File: config.mk
export PLATFORM = sky130hd
export DESIGN_NAME = if_fetch_unit
export DESIGN_NICKNAME = d
export VERILOG_FILES = /design/src/rtl/cpu_pkg.sv /design/src/rtl/fetch_skid_buf.sv /design/src/rtl/if_fetch_unit.sv
export SDC_FILE = /design/constraint.sdc
export NUM_CORES = 1
export LEC_CHECK = 0
export CORE_ASPECT_RATIO = 1.25
export CORE_UTILIZATION = 40
export DETAILED_ROUTE_END_ITERATION = 8
export DONT_BUFFER_PORTS = 1
export HOLD_SLACK_MARGIN = 0.08
export MAX_ROUTING_LAYER = met4
export PLACE_DENSITY = 0.64
export SLEW_MARGIN = 20
export SYNTH_ARGS = -nofsm -noshare
export SYNTH_HDL_FRONTEND = slang
export SYNTH_SLANG_ARGS = --single-unit
export TNS_END_PERCENT = 1
File: constraint.sdc
create_clock -name Clk -period 3.6 [get_ports Clk]
set_input_delay 0.54 -clock Clk [delete_from_list [all_inputs] [get_ports Clk]]
set_output_delay 0.54 -clock Clk [all_outputs]
set_load 0.01 [all_outputs]
File: src/rtl/cpu_pkg.sv
// Shared CPU definitions: constants, fetch-state encodings, skid entry type.
package cpu_pkg;

  localparam int unsigned XLEN = 32;

  localparam logic [XLEN-1:0] NOP_INSTR = 32'h0000_0000;
  localparam logic [XLEN-1:0] PC_INC    = 32'd4;
  localparam logic [XLEN-1:0] WORD_MASK = 32'h0000_0003;

  // Fetch FSM encodings, kept as plain constants so other blocks can decode them.
  localparam logic [1:0] S_IDLE_ENC  = 2'd0;
  localparam logic [1:0] S_REQ_ENC   = 2'd1;
  localparam logic [1:0] S_HOLD_ENC  = 2'd2;
  localparam logic [1:0] S_DRAIN_ENC = 2'd3;

  typedef enum logic [1:0] {
    S_IDLE  = S_IDLE_ENC,
    S_REQ   = S_REQ_ENC,
    S_HOLD  = S_HOLD_ENC,
    S_DRAIN = S_DRAIN_ENC
  } fetch_state_e;

  // One fetched instruction together with the PC+4 that travels with it.
  typedef struct packed {
    logic [XLEN-1:0] instr;
    logic [XLEN-1:0] pcadd;
  } fetch_entry_t;

  // Force an address onto a word boundary.
  function automatic logic [XLEN-1:0] align_word(input logic [XLEN-1:0] addr);
    return addr & ~WORD_MASK;
  endfunction

endpackage

File: src/rtl/fetch_skid_buf.sv
// One-entry skid buffer that parks a memory return arriving during a stall.
module fetch_skid_buf
  import cpu_pkg::*;
(
  input  logic         clk,
  input  logic         rst_n,
  input  logic         load_i,
  input  logic         clear_i,
  input  fetch_entry_t entry_i,
  output fetch_entry_t entry_o,
  output logic         full_o
);

  fetch_entry_t entry_q;
  logic         full_q;

  // Capture on load, empty on clear; clear wins if both are raised.
  always_ff @(posedge clk or negedge rst_n) begin
    if (!rst_n) begin
      // NOTE: the payload is reset along with the full flag so entry_o is never X after reset.
      entry_q <= '0;
      full_q  <= 1'b0;
    end else if (clear_i) begin
      // NOTE: non-blocking updates so every flop here samples pre-edge values.
      full_q  <= 1'b0;
    end else if (load_i) begin
      entry_q <= entry_i;
      full_q  <= 1'b1;
    end
  end

  assign entry_o = entry_q;
  assign full_o  = full_q;

endmodule

File: src/rtl/if_fetch_unit.sv
// Instruction-fetch stage: PC register, imem request FSM, IF/ID-facing outputs.
// Only a 32-bit PC is supported.
module if_fetch_unit
  import cpu_pkg::*;
#(
  parameter logic [31:0] RESET_PC = 32'h0000_0000,
  parameter int unsigned PC_W     = 32
) (
  input  logic            Clk,
  input  logic            Rst,
  input  logic            Stall,
  input  logic            Redirect,
  input  logic [PC_W-1:0] RedirectTarget,
  output logic            imem_req,
  output logic [PC_W-1:0] imem_addr,
  input  logic            imem_ack,
  input  logic [31:0]     imem_rdata,
  output logic [PC_W-1:0] PCAdder_out,
  output logic [31:0]     Instruction_out,
  output logic            FetchValid,
  output logic            IFID_flush,
  output logic [PC_W-1:0] PC_out
);

  fetch_state_e    state_q;
  logic [PC_W-1:0] pc_q;
  logic            req_q;
  logic [PC_W-1:0] addr_q;   // address of the request currently on the bus
  logic [PC_W-1:0] pcadd_q;
  logic [31:0]     instr_q;
  logic            valid_q;
  logic            flush_q;

  logic [PC_W-1:0] pc_plus4;
  logic [PC_W-1:0] redirect_pc;

  fetch_entry_t skid_in;
  fetch_entry_t skid_out;
  logic         skid_full;
  logic         skid_load;
  logic         skid_clear;

  assign pc_plus4    = pc_q + PC_INC;   // wraps modulo 2^32 by construction
  assign redirect_pc = align_word(RedirectTarget);

  // A return that lands while stalled is parked; a redirect or stall release empties it.
  assign skid_in    = '{instr: imem_rdata, pcadd: pc_plus4};
  assign skid_load  = (state_q == S_REQ) && imem_ack && Stall && !Redirect;
  assign skid_clear = Redirect || ((state_q == S_HOLD) && !Stall);

  fetch_skid_buf u_skid (
    .clk     (Clk),
    .rst_n   (Rst),
    .load_i  (skid_load),
    .clear_i (skid_clear),
    .entry_i (skid_in),
    .entry_o (skid_out),
    .full_o  (skid_full)
  );

  // Fetch FSM, PC register and the registered IF/ID-facing outputs.
  always_ff @(posedge Clk or negedge Rst) begin
    if (!Rst) begin
      state_q <= S_IDLE;
      pc_q    <= RESET_PC;
      req_q   <= 1'b0;
      addr_q  <= RESET_PC;
      pcadd_q <= '0;
      instr_q <= NOP_INSTR;
      valid_q <= 1'b0;
      flush_q <= 1'b0;
    end else begin
      flush_q <= 1'b0;
      if (Redirect) begin
        // Redirect beats everything, including Stall; the current output is wrong-path.
        pc_q    <= redirect_pc;
        flush_q <= 1'b1;
        valid_q <= 1'b0;
        instr_q <= NOP_INSTR;
        req_q   <= 1'b1;
        if (req_q && !imem_ack) begin
          // The in-flight request must still complete; addr_q keeps its address.
          state_q <= S_DRAIN;
        end else begin
          state_q <= S_REQ;
          addr_q  <= redirect_pc;
        end
      end else begin
        unique case (state_q)
          S_IDLE: begin
            state_q <= S_REQ;
            req_q   <= 1'b1;
            addr_q  <= pc_q;
          end
          S_REQ: begin
            if (imem_ack) begin
              pc_q   <= pc_plus4;
              addr_q <= pc_plus4;
              if (Stall) begin
                // Data went into the skid buffer; stop requesting until release.
                state_q <= S_HOLD;
                req_q   <= 1'b0;
              end else begin
                instr_q <= imem_rdata;
                pcadd_q <= pc_plus4;
                valid_q <= 1'b1;
              end
            end else if (!Stall) begin
              // Nothing returned: hand ID a bubble.
              instr_q <= NOP_INSTR;
              valid_q <= 1'b0;
            end
          end
          S_HOLD: begin
            if (!Stall) begin
              if (skid_full) begin
                instr_q <= skid_out.instr;
                pcadd_q <= skid_out.pcadd;
                valid_q <= 1'b1;
              end else begin
                instr_q <= NOP_INSTR;
                valid_q <= 1'b0;
              end
              state_q <= S_REQ;
              req_q   <= 1'b1;
              addr_q  <= pc_q;
            end
          end
          S_DRAIN: begin
            // Swallow the stale return, then fetch from the redirect target.
            if (imem_ack) begin
              state_q <= S_REQ;
              addr_q  <= pc_q;
            end
          end
          default: begin
            state_q <= S_IDLE;
            req_q   <= 1'b0;
          end
        endcase
      end
    end
  end

  assign imem_req        = req_q;
  assign imem_addr       = addr_q;
  assign PCAdder_out     = pcadd_q;
  assign Instruction_out = instr_q;
  assign FetchValid      = valid_q;
  assign IFID_flush      = flush_q;
  assign PC_out          = pc_q;

endmodule
# --- After elaboration in Yosys (flattened, before gate mapping) ---
# Cells that the tools add are included.
totals:
  ff_bits: 198
  latch_bits: 0
  mem_bits_rw: 0
  romBits: 0
  inputBits: 69
  output_inout_bits: 131
  wordCells: 91
  n_memories: 0
op_classes:
  addsub: 1
  n_mul: 0
  n_div: 0
  order_cmp: 0
  n_eq_ne: 13
  shifts: 0
  n_mux: 41
  bitwise: 2
  n_reduce_logical: 23
ops:
  columns: ["cell", "n"]
  rows:
  - ["32-bit 2-to-1 mux", 17]
  - ["32-bit one-hot mux with 2 select lines", 2]
  - ["32-bit one-hot mux with 4 select lines", 1]
  - ["32-bit by 3-bit adder with 32-bit output (second input constant)", 1]
  - ["3-bit inequality test (second input constant)", 5]
  - ["1-bit 2-to-1 mux", 12]
  - ["2-bit 2-to-1 mux", 6]
  - ["4-bit AND reduction", 3]
  - ["2-bit inequality test (second input constant)", 4]
  - ["2-bit one-hot mux with 4 select lines", 1]
  - ["2-bit nonzero test", 4]
  - ["6-bit AND reduction", 1]
  - ["1-bit logical AND", 5]
  - ["2-bit equality test (second input constant)", 2]
  - ["2-bit AND reduction", 2]
  - ["4-bit nonzero test", 1]
  - ["1-bit logical NOT", 3]
  - ["1-bit one-hot mux with 3 select lines", 1]
  - ["3-bit AND reduction", 1]
  - ["3-bit nonzero test", 1]
  - ["2-bit by 1-bit equality test with 1-bit output (second input constant)", 1]
  - ["2-bit logical NOT", 1]
  - ["2-bit by 1-bit inequality test with 1-bit output (second input constant)", 1]
  - ["1-bit inverter", 2]
  - ["2 further kinds", 2]

# --- Logic depth before layout (Yosys ltp) ---
# Gate-level depths: netlist (run 1).
logic_depth:
  word_depth: 6
  ltp_mapped: 9
  mapped_depth_nobuf: 6

# --- Cells and area by module ---
# A second synthesis (run 1) with hierarchy kept.
hier_totals:
  hier_cells: 1003
  hier_area_um2: 10403.7
modules_own_cells:
  columns: ["module", "instances", "cells_per_inst", "area_per_inst_um2", "seq_area_each_um2"]
  rows:
  - ["if_fetch_unit", 1, 864, 7669.9, 3253.1]
  - ["fetch_skid_buf", 1, 139, 2733.9, 1626.6]

# --- Least setup slack after synthesis (run 1) ---
# Ideal clock, no wire load.
synth_timing:
  path_type: "reg2reg"
  startpoint: "reg pc_q[3], in the netlist PC_out[3]"
  endpoint: "reg pcadd_q[28], in the netlist PCAdder_out[28]"
  setup_ns: 0.130
  arrival_time_ns: 2.133
  required_time_ns: 3.470
  setup_slack_ns: 1.336
  stages_incl_launch_ff: 9
  path_buffers: 2
  synth_period_minus_slack_ns: 2.264
  path_cell_list: "dfrtp_1 -> ha_1 -> buf_2 -> nand4_1 -> or4_1 -> buf_2 -> o31a_1 -> o31ai_1 -> o21ai_1"
synth_via:
  elab_chain_len: 4
synth_rtl:
  columns: ["element", "line_no", "rtl"]
  rows:
  - ["start: declaration", "if_fetch_unit.sv:26", "logic [PC_W-1:0] pc_q;"]
  - ["start signal: assignment", "if_fetch_unit.sv:76", "pc_q <= redirect_pc;"]
  - ["start signal: assignment", "if_fetch_unit.sv:97", "pc_q <= pc_plus4;"]
  - ["32-bit by 3-bit adder with 32-bit output", "if_fetch_unit.sv:43", "assign pc_plus4 = pc_q + PC_INC;"]
  - ["32-bit 2-to-1 mux", "if_fetch_unit.sv:99", "if (Stall) begin"]
  - ["32-bit 2-to-1 mux", "if_fetch_unit.sv:96", "if (imem_ack) begin"]
  - ["32-bit one-hot mux with 2 select lines", "if_fetch_unit.sv:89", "unique case (state_q)"]
  - ["end signal: assignment", "if_fetch_unit.sv:105", "pcadd_q <= pc_plus4;"]
  - ["end signal: assignment", "if_fetch_unit.sv:118", "pcadd_q <= skid_out.pcadd;"]
  - ["end: declaration", "if_fetch_unit.sv:29", "logic [PC_W-1:0] pcadd_q;"]
# No other way between the ends. The select of a mux whose other input is x is not followed.
# A chain may end at the register's enable or synchronous reset.

# --- Worst setup path after layout (run 1) ---
layout_timing:
  startpoint: "reg pc_q[2], in the netlist PC_out[2]"
  endpoint: "reg pcadd_q[20], in the netlist PCAdder_out[20]"
# The elaborated chain is that of the path after synthesis.

==> impl_metrics.py, run 1 <==
metrics = {
    "die": {
        "core_area_um2": 23000,
        "chipWidth_um": 139,
        "rows": 62,
        "initial_core_util_pct": 41.0,
        "fp.dieH_um": 174,
        "dieArea_um2": 24200,
        "io_pins": 200,
    },
    "placed_design": {
        "placed_area_um2": 9600,
        "hpwl_mm": 18.1,
        "portBuffers": 0,
        "dp_slack_ns": 0.796,
        "gp_congestion": 0.866,
    },
    "timing": {
        "hold_viol": 191,
        "period_share_pct": 79.3,
        "min_period_ns": 2.85,
        "worstMarginPinSlew_ns": 0.782,
        "setup_tns_ns": 0,
        "rsz0062_at_grt": "false",
        "max_slew_margin_pct": 47.9,
        "setup_ws_ns": 0.747,
        "timing.hold.ws_ns": -0.185,
        "finalSetupViolCount": 0,
        "skew_ns": 0.0134,
        "final_max_slew_viol_count": 0,
        "max_freq_mhz": 350,
    },
    "setup_path": {
        "worstReg2RegEnd": "PCAdder_out[20]$_DFFE_PN0P_",
        "cp-end-kind": "flip-flop",
        "r2r_slack_ns": 0.75,
        "worstSetupPathType": "reg2reg",
        "worstPathArrival_ns": 3.17,
        "r2r_cells": 7,
        "crit_fanout": 11,
        "start_kind": "flip-flop",
        "required_ns": 3.92,
        "r2r_start": "PC_out[2]$_DFFE_PN0N_",
    },
    "grt": {
        "grt_util_all_layers_pct": 23.2,
        "antenna_found_initial": 0,
        "gr-total-overflow": 0,
        "grt_pass1_wl_mm": 42.3,
        "grt_pass1_vias": 7263,
        "grt_start_max_net_pins": 192,
    },
    "power_and_ir_drop": {
        "clkPwrFrac_pct": 34.3,
        "switchingPower_mw": 1.82,
        "p_seq_share_pct": 52.2,
        "p_comb_share_pct": 13.6,
        "switching_share_pct": 31.8,
        "powerDensity_nw_per_um2": 563,
        "vdd_ir_drop_max_v": 0.000291,
        "power_leakage_nw": 4.24,
        "p_int_mw": 3.92,
    },
    "worst_hold_path": {
        "hold_path_class": "in2async",
    },
    "final_layout": {
        "post-route-util_pct": 44.2,
        "num-fill-cells": 2224,
        "area_growth_pct": 8.01,
        "layout-drive-gt1-share_pct": 9.09,
        "antennaDiodeCount": 0,
        "finish.instance_area_um2": 10200,
        "fin_nets": 1069,
    },
    "routing": {
        "via_per_inst": 5.66,
        "vias": 7360,
        "wl_per_cell_um": 20.2,
        "ant_nets": 0,
        "drc_errors": 0,
        "first_pass_iters": 5,
        "drtIter0Drc": 522,
        "routed_wirelength_mm": 26.2,
    },
    "clocking": {
        "post-cts-setup-buffer-count": 0,
        "cts_buffer_depth": 2,
        "cts_sinks": 191,
        "clk_pin_slew_ns": 0.07,
        "cts_tree": "done",
        "cts_root_buf": "clkbuf_16",
        "clock_latency_ns": 0.43,
        "numCtsBuffers": 17,
        "htree_levels": 4,
    },
    "outcome": {
        "violations": "negative hold slack",
        "outcome": "finished, violations left",
    },
    "synthesis": {
        "avgSynthCellArea_um2": 9.00,
        "ys_types": 62,
        "synth_edf_count": 0,
        "syn_inst": 1049,
        "ys_warn_count": 0,
        "yosys_most_used_dff": "dfrtp_1",
        "netlist_area_um2": 9440,
        "synthArstFlopShare_pct": 100,
        "ys_ff_latch": 191,
        "ys_seq_area_share_pct": 50.6,
    },
    "run": {
        "cap_violations": 0,
    },
}
worst max-delay path: stages (launching register included):
cell and delay, ns:
dfrtp_1 0.56, ha_1 0.39, nand4_1 0.19, or4_1 0.77
buf_4 0.29, o21a_1 0.21, nor3_1 0.23, o21ai_1 0.10
stage by stage:
stage          instances  power [mW]
2_1_floorplan       1052        3.55
3_3_place_gp        1268        3.78
3_5_place_dp        1268        3.82
4_1_cts             1300        5.79
5_1_grt             1300        6.04
6_report            1300        5.74
worst max path at each step:
stage / startpoint / to / cells past startpoint
finish: PC_out[2]$_DFFE_PN0N_ / PCAdder_out[20]$_DFFE_PN0P_ / 7
global route: PC_out[2]$_DFFE_PN0N_ / PC_out[30]$_DFFE_PN0N_ / 7
CTS: PC_out[2]$_DFFE_PN0N_ / PC_out[30]$_DFFE_PN0N_ / 7
detailed placement: PC_out[2]$_DFFE_PN0N_ / PC_out[30]$_DFFE_PN0N_ / 7
global placement: PC_out[2]$_DFFE_PN0N_ / PCAdder_out[20]$_DFFE_PN0P_ / 7
floorplan: PC_out[3]$_DFFE_PN0N_ / PCAdder_out[28]$_DFFE_PN0P_ / 8
cell usage after synthesis (2+ instances only):
cell / instances / area, um^2
nand2_1: 237 / 890
dfrtp_1: 191 / 4780
o21ai_0: 106 / 531
nor2_1: 72 / 270
clkbuf_1: 64 / 240
a22oi_1: 39 / 293
xnor2_1: 39 / 342
a21oi_1: 34 / 170
nand3_1: 26 / 130
nor3_1: 26 / 130
xor2_1: 26 / 228
buf_2: 18 / 90.1
mux2_2: 16 / 180
nand4_1: 14 / 87.6
o211ai_1: 13 / 97.6
nor4_1: 12 / 75.1
o21ai_1: 12 / 60.1
buf_4: 8 / 60.1
and2_1: 7 / 43.8
a31oi_1: 5 / 31.3
nand2b_1: 5 / 31.3
a211oi_1: 4 / 30.0
a21o_1: 4 / 30.0
and3_1: 4 / 25.0
and4_1: 4 / 35.0
buf_1: 4 / 15.0
nor3_2: 4 / 40.0
o21a_1: 4 / 30.0
a21boi_0: 3 / 22.5
a221oi_1: 3 / 26.3
inv_1: 3 / 11.3
o221ai_1: 3 / 26.3
o31a_1: 3 / 26.3
a41oi_1: 2 / 17.5
mux2i_1: 2 / 20.0
nand3b_1: 2 / 15.0
nor2b_1: 2 / 12.5
nor4_2: 2 / 25.0
nor4_4: 2 / 42.5
o31ai_1: 2 / 15.0
placed cells by master, fill, tap and decap left out, drive strengths merged, types with 2 or more instances in the layout:
master / instances
xor2: 26
and4: 4
a41oi: 2
and3: 4
conb: 4
xnor2: 39
mux2i: 2
dfrtp: 191
inv: 12
and2: 8
o31ai: 2
a21o: 4
o21ai: 118
mux2: 16
o21a: 4
a31oi: 5
nor3: 30
buf: 23
nand2: 237
o211ai: 13
a211oi: 5
clkinv: 3
o221ai: 3
bufinv: 2
o31a: 3
a221oi: 3
nor2: 73
a21oi: 34
a22oi: 39
nand3: 27
clkbuf: 18
nand2b: 5
nor4: 16
nand4: 16
nor2b: 2
a21boi: 4
nand3b: 2
metal layers:
metal | vias to the layer above | part of all wire [%] | global-route usage [%]
met1 | 3585 | 42 | 28.4
li1 | 3505 | - | -
met2 | 243 | 49 | 37.2
met3 | 27 | 7.6 | 6.69
met4 | 0 | 1.4 | 6.34
met5 | - | 0 | -
state kept, by name (all words and copies together), names as in the netlist:
register,flops
state_q,2
imem_addr,31
Instruction_out,32
PC_out,30
PCAdder_out,30
u_skid.full_o,1
FetchValid,1
imem_req,1
u_skid.entry_o,62
IFID_flush,1
kinds of logic (layout without fill, tap and decap cells):
logic type	Yosys count	after routing	share of synthesized area, %
compound gates	246	246	15.9
buf+inv	98	58	4.53
xor+xnor	65	65	6.03
simple gates	429	429	20.6
flops	191	191	50.6
mux	18	18	2.12
fa+ha+maj	1	1	0.133
other cells	1	4	0.0397
power groups by stage:
stage                     Clock, mW  Sequential (mW)  Combinational, mW
final                          1.97             2.99              0.779
after floorplan                   0             2.86              0.685
after global placement            0             3.03              0.753
after global routing           2.09             3.05              0.894
after CTS                      2.01             3.00              0.783
after detailed placement          0             3.04              0.778
area by class of cell:
class	instances	area [um^2]	share of cell area [%]
flip-flops and latches	191	4780	46.9
multi-input cells	763	4270	41.9
clock buffers	18	429	4.21
well taps	288	360	3.53
repair buffers	23	173	1.69
clock inverters	14	169	1.66
inverters	3	11.3	0.110
repair_timing:
item,CTS,global route
setup endpoints to repair,0,0
resized for setup,0,0
hold endpoints to repair,191,191
(Power assumes the default switching activity.)
==> inputs of run 2 (changes only) <==
clock period = 2.9 ns   (was 3.6 ns; I/O delays follow)
==> run 2 against run 1 <==
Against the previous run: the flow still finishes with violations (negative hold slack); global-route usage fell by 0.28 points; hold slack worse by 0.12 ns; combinational power up 32%; first-iteration DRC count is 14% higher; critical path depth decreased by 1; via count up 0.52%; wire length shrank 0.11%; critical path type unchanged; critical endpoint is now imem_addr[30]$_DFFE_PN0P_; largest cell class unchanged.
==> impl_metrics.py, run 2 (synthesis gave the netlist of run 1 again) <==
metrics = {
    "setup_path": {
        "r2r_cells": 6,
        "cp-end-kind": "flip-flop",
        "cp_slowest_cell": "or4_1",
        "r2r_start": "PC_out[3]$_DFFE_PN0N_",
        "max_stage_delay_ns": 0.71,
        "required_ns": 3.25,
        "critical-path-top-delay-family": "simple AND/OR/NAND/NOR gates",
        "worstSetupPathType": "reg2reg",
        "worstReg2RegEnd": "imem_addr[30]$_DFFE_PN0P_",
        "worstPathCellList": "ha_1 -> nand4_1 -> or4_1 -> nor4_1 -> nor2_1 -> o21ai_0",
        "crit_fanout": 6,
        "start_kind": "flip-flop",
        "cp_num_buf_inv": 0,
        "r2r_slack_ns": 0.39,
        "worstPathArrival_ns": 2.86,
    },
    "routing": {
        "via_per_inst": 5.63,
        "drtIter0Drc": 597,
        "first_pass_iters": 5,
        "drc_errors": 0,
        "routed_wirelength_mm": 26.2,
        "vias": 7398,
        "ant_nets": 0,
        "wl_per_cell_um": 19.9,
    },
    "timing": {
        "rsz0062_at_grt": "false",
        "setup_ws_ns": 0.393,
        "max_freq_mhz": 399,
        "max_slew_margin_pct": 37.4,
        "worstMarginPinSlew_ns": 0.936,
        "skew_ns": 0.0103,
        "finalSetupViolCount": 0,
        "final_max_slew_viol_count": 0,
        "timing.hold.ws_ns": -0.306,
        "hold_viol": 191,
        "setup_tns_ns": 0,
        "period_share_pct": 86.4,
        "min_period_ns": 2.51,
    },
    "run": {
        "cap_violations": 0,
    },
    "final_layout": {
        "layout.cells.non_filler": 1314,
        "largest_reg_flops": 62,
        "layout.cells.most_common_list": "nand2_1 (236), dfrtp_1 (191), o21ai_0 (105)",
        "final_common_cell": "nand2_1",
        "antennaDiodeCount": 0,
        "fin_nets": 1083,
        "area_growth_pct": 8.93,
        "layout-drive-gt1-share_pct": 10.3,
    },
    "clocking": {
        "numCtsBuffers": 17,
        "cts-resized-gates": 0,
        "cts_root_buf": "clkbuf_16",
        "post-cts-setup-buffer-count": 0,
        "cts_tree": "done",
        "clk_pin_slew_ns": 0.07,
        "clock_latency_ns": 0.44,
        "htree_levels": 4,
        "cts_buffer_depth": 2,
        "ctsHoldBuffers": 1,
        "cts_sinks": 191,
    },
    "power_and_ir_drop": {
        "post-layout-total-power_mw": 6.97,
        "vdd_ir_drop_max_v": 0.000415,
        "power_leakage_nw": 4.29,
        "powerDensity_nw_per_um2": 678,
    },
    "placed_design": {
        "dp_cells": 1281,
        "gp_congestion": 0.871,
        "hpwl_mm": 18.2,
        "dp_slack_ns": 0.445,
        "portBuffers": 0,
    },
    "die": {
        "rows": 62,
        "chipWidth_um": 139,
        "io_pins": 200,
        "core_area_um2": 23000,
        "initial_core_util_pct": 41.0,
        "dieArea_um2": 24200,
        "fp.dieH_um": 174,
    },
    "grt": {
        "gr-total-overflow": 0,
        "grt_pass1_wl_mm": 41.6,
        "grt_util_all_layers_pct": 22.9,
        "grt_start_max_net_pins": 192,
        "antenna_found_initial": 0,
        "grt_pass1_vias": 7271,
    },
    "worst_hold_path": {
        "hold_path_class": "in2async",
    },
    "outcome": {
        "outcome": "finished, violations left",
        "violations": "negative hold slack",
    },
}
-- run 2: worst reg2reg max path: stages (launching register included) --
cell and delay [ns]:
dfrtp_1 0.51, ha_1 0.25, nand4_1 0.16, or4_1 0.71, nor4_1 0.55, nor2_1 0.11
o21ai_0 0.16
-- run 2: cell type report --
cell class | instances | area [um^2]
multi-input combinational | 763 | 4270
fill | 2225 | 12800
clock buffer | 17 | 425
clock inverter | 15 | 128
timing repair buffer | 37 | 305
sequential | 191 | 4780
tap | 288 | 360
inverter | 3 | 11.3
-- run 2: how the worst max path moves through the flow --
stage                               start  cells after the start  slack (ns)                        endpoint
floorplan           PC_out[3]$_DFFE_PN0N_                      8        0.64     PCAdder_out[28]$_DFFE_PN0P_
global placement    PC_out[3]$_DFFE_PN0N_                      6        0.44     PCAdder_out[28]$_DFFE_PN0P_
detailed placement  PC_out[3]$_DFFE_PN0N_                      6        0.44     PCAdder_out[30]$_DFFE_PN0P_
CTS                 PC_out[3]$_DFFE_PN0N_                      6        0.41  u_skid.entry_o[30]$_DFFE_PN0P_
global route        PC_out[7]$_DFFE_PN0N_                      6        0.21     PCAdder_out[21]$_DFFE_PN0P_
finish              PC_out[3]$_DFFE_PN0N_                      6        0.39       imem_addr[30]$_DFFE_PN0P_
-- run 2: layer usage --
metal	GRT usage (%)	wire, um	up-vias
met3	5.80	2020	44
met5	-	0	-
met2	36.7	12700	273
met1	27.9	10800	3543
li1	-	-	3538
met4	7.96	649	0
-- run 2: per-stage QoR --
| step | utilization [%] | cell area [um^2] |
|---|---|---|
| finish | 44.6 | 10300 |
| global route | 44.6 | 10300 |
| CTS | 44.6 | 10300 |
| detailed placement | 42.2 | 9720 |
| global placement | 42.2 | 9720 |
| floorplan | - | 9450 |
-- run 2: power by group --
part	total, mW	switching [mW]	internal (mW)	leakage (nW)
Sequential	3.69	0.541	3.14	2.35
Combinational	1.03	0.593	0.437	1.67
Clock	2.25	1.12	1.13	0.267
Total	6.97	2.26	4.71	4.29
==> inputs of run 3 (changes only) <==
CTS_CLUSTER_SIZE = 20   (was not set)
==> results of run 3 <==
Same layout as run 2: the final DEF is identical, and so are final timing and power.
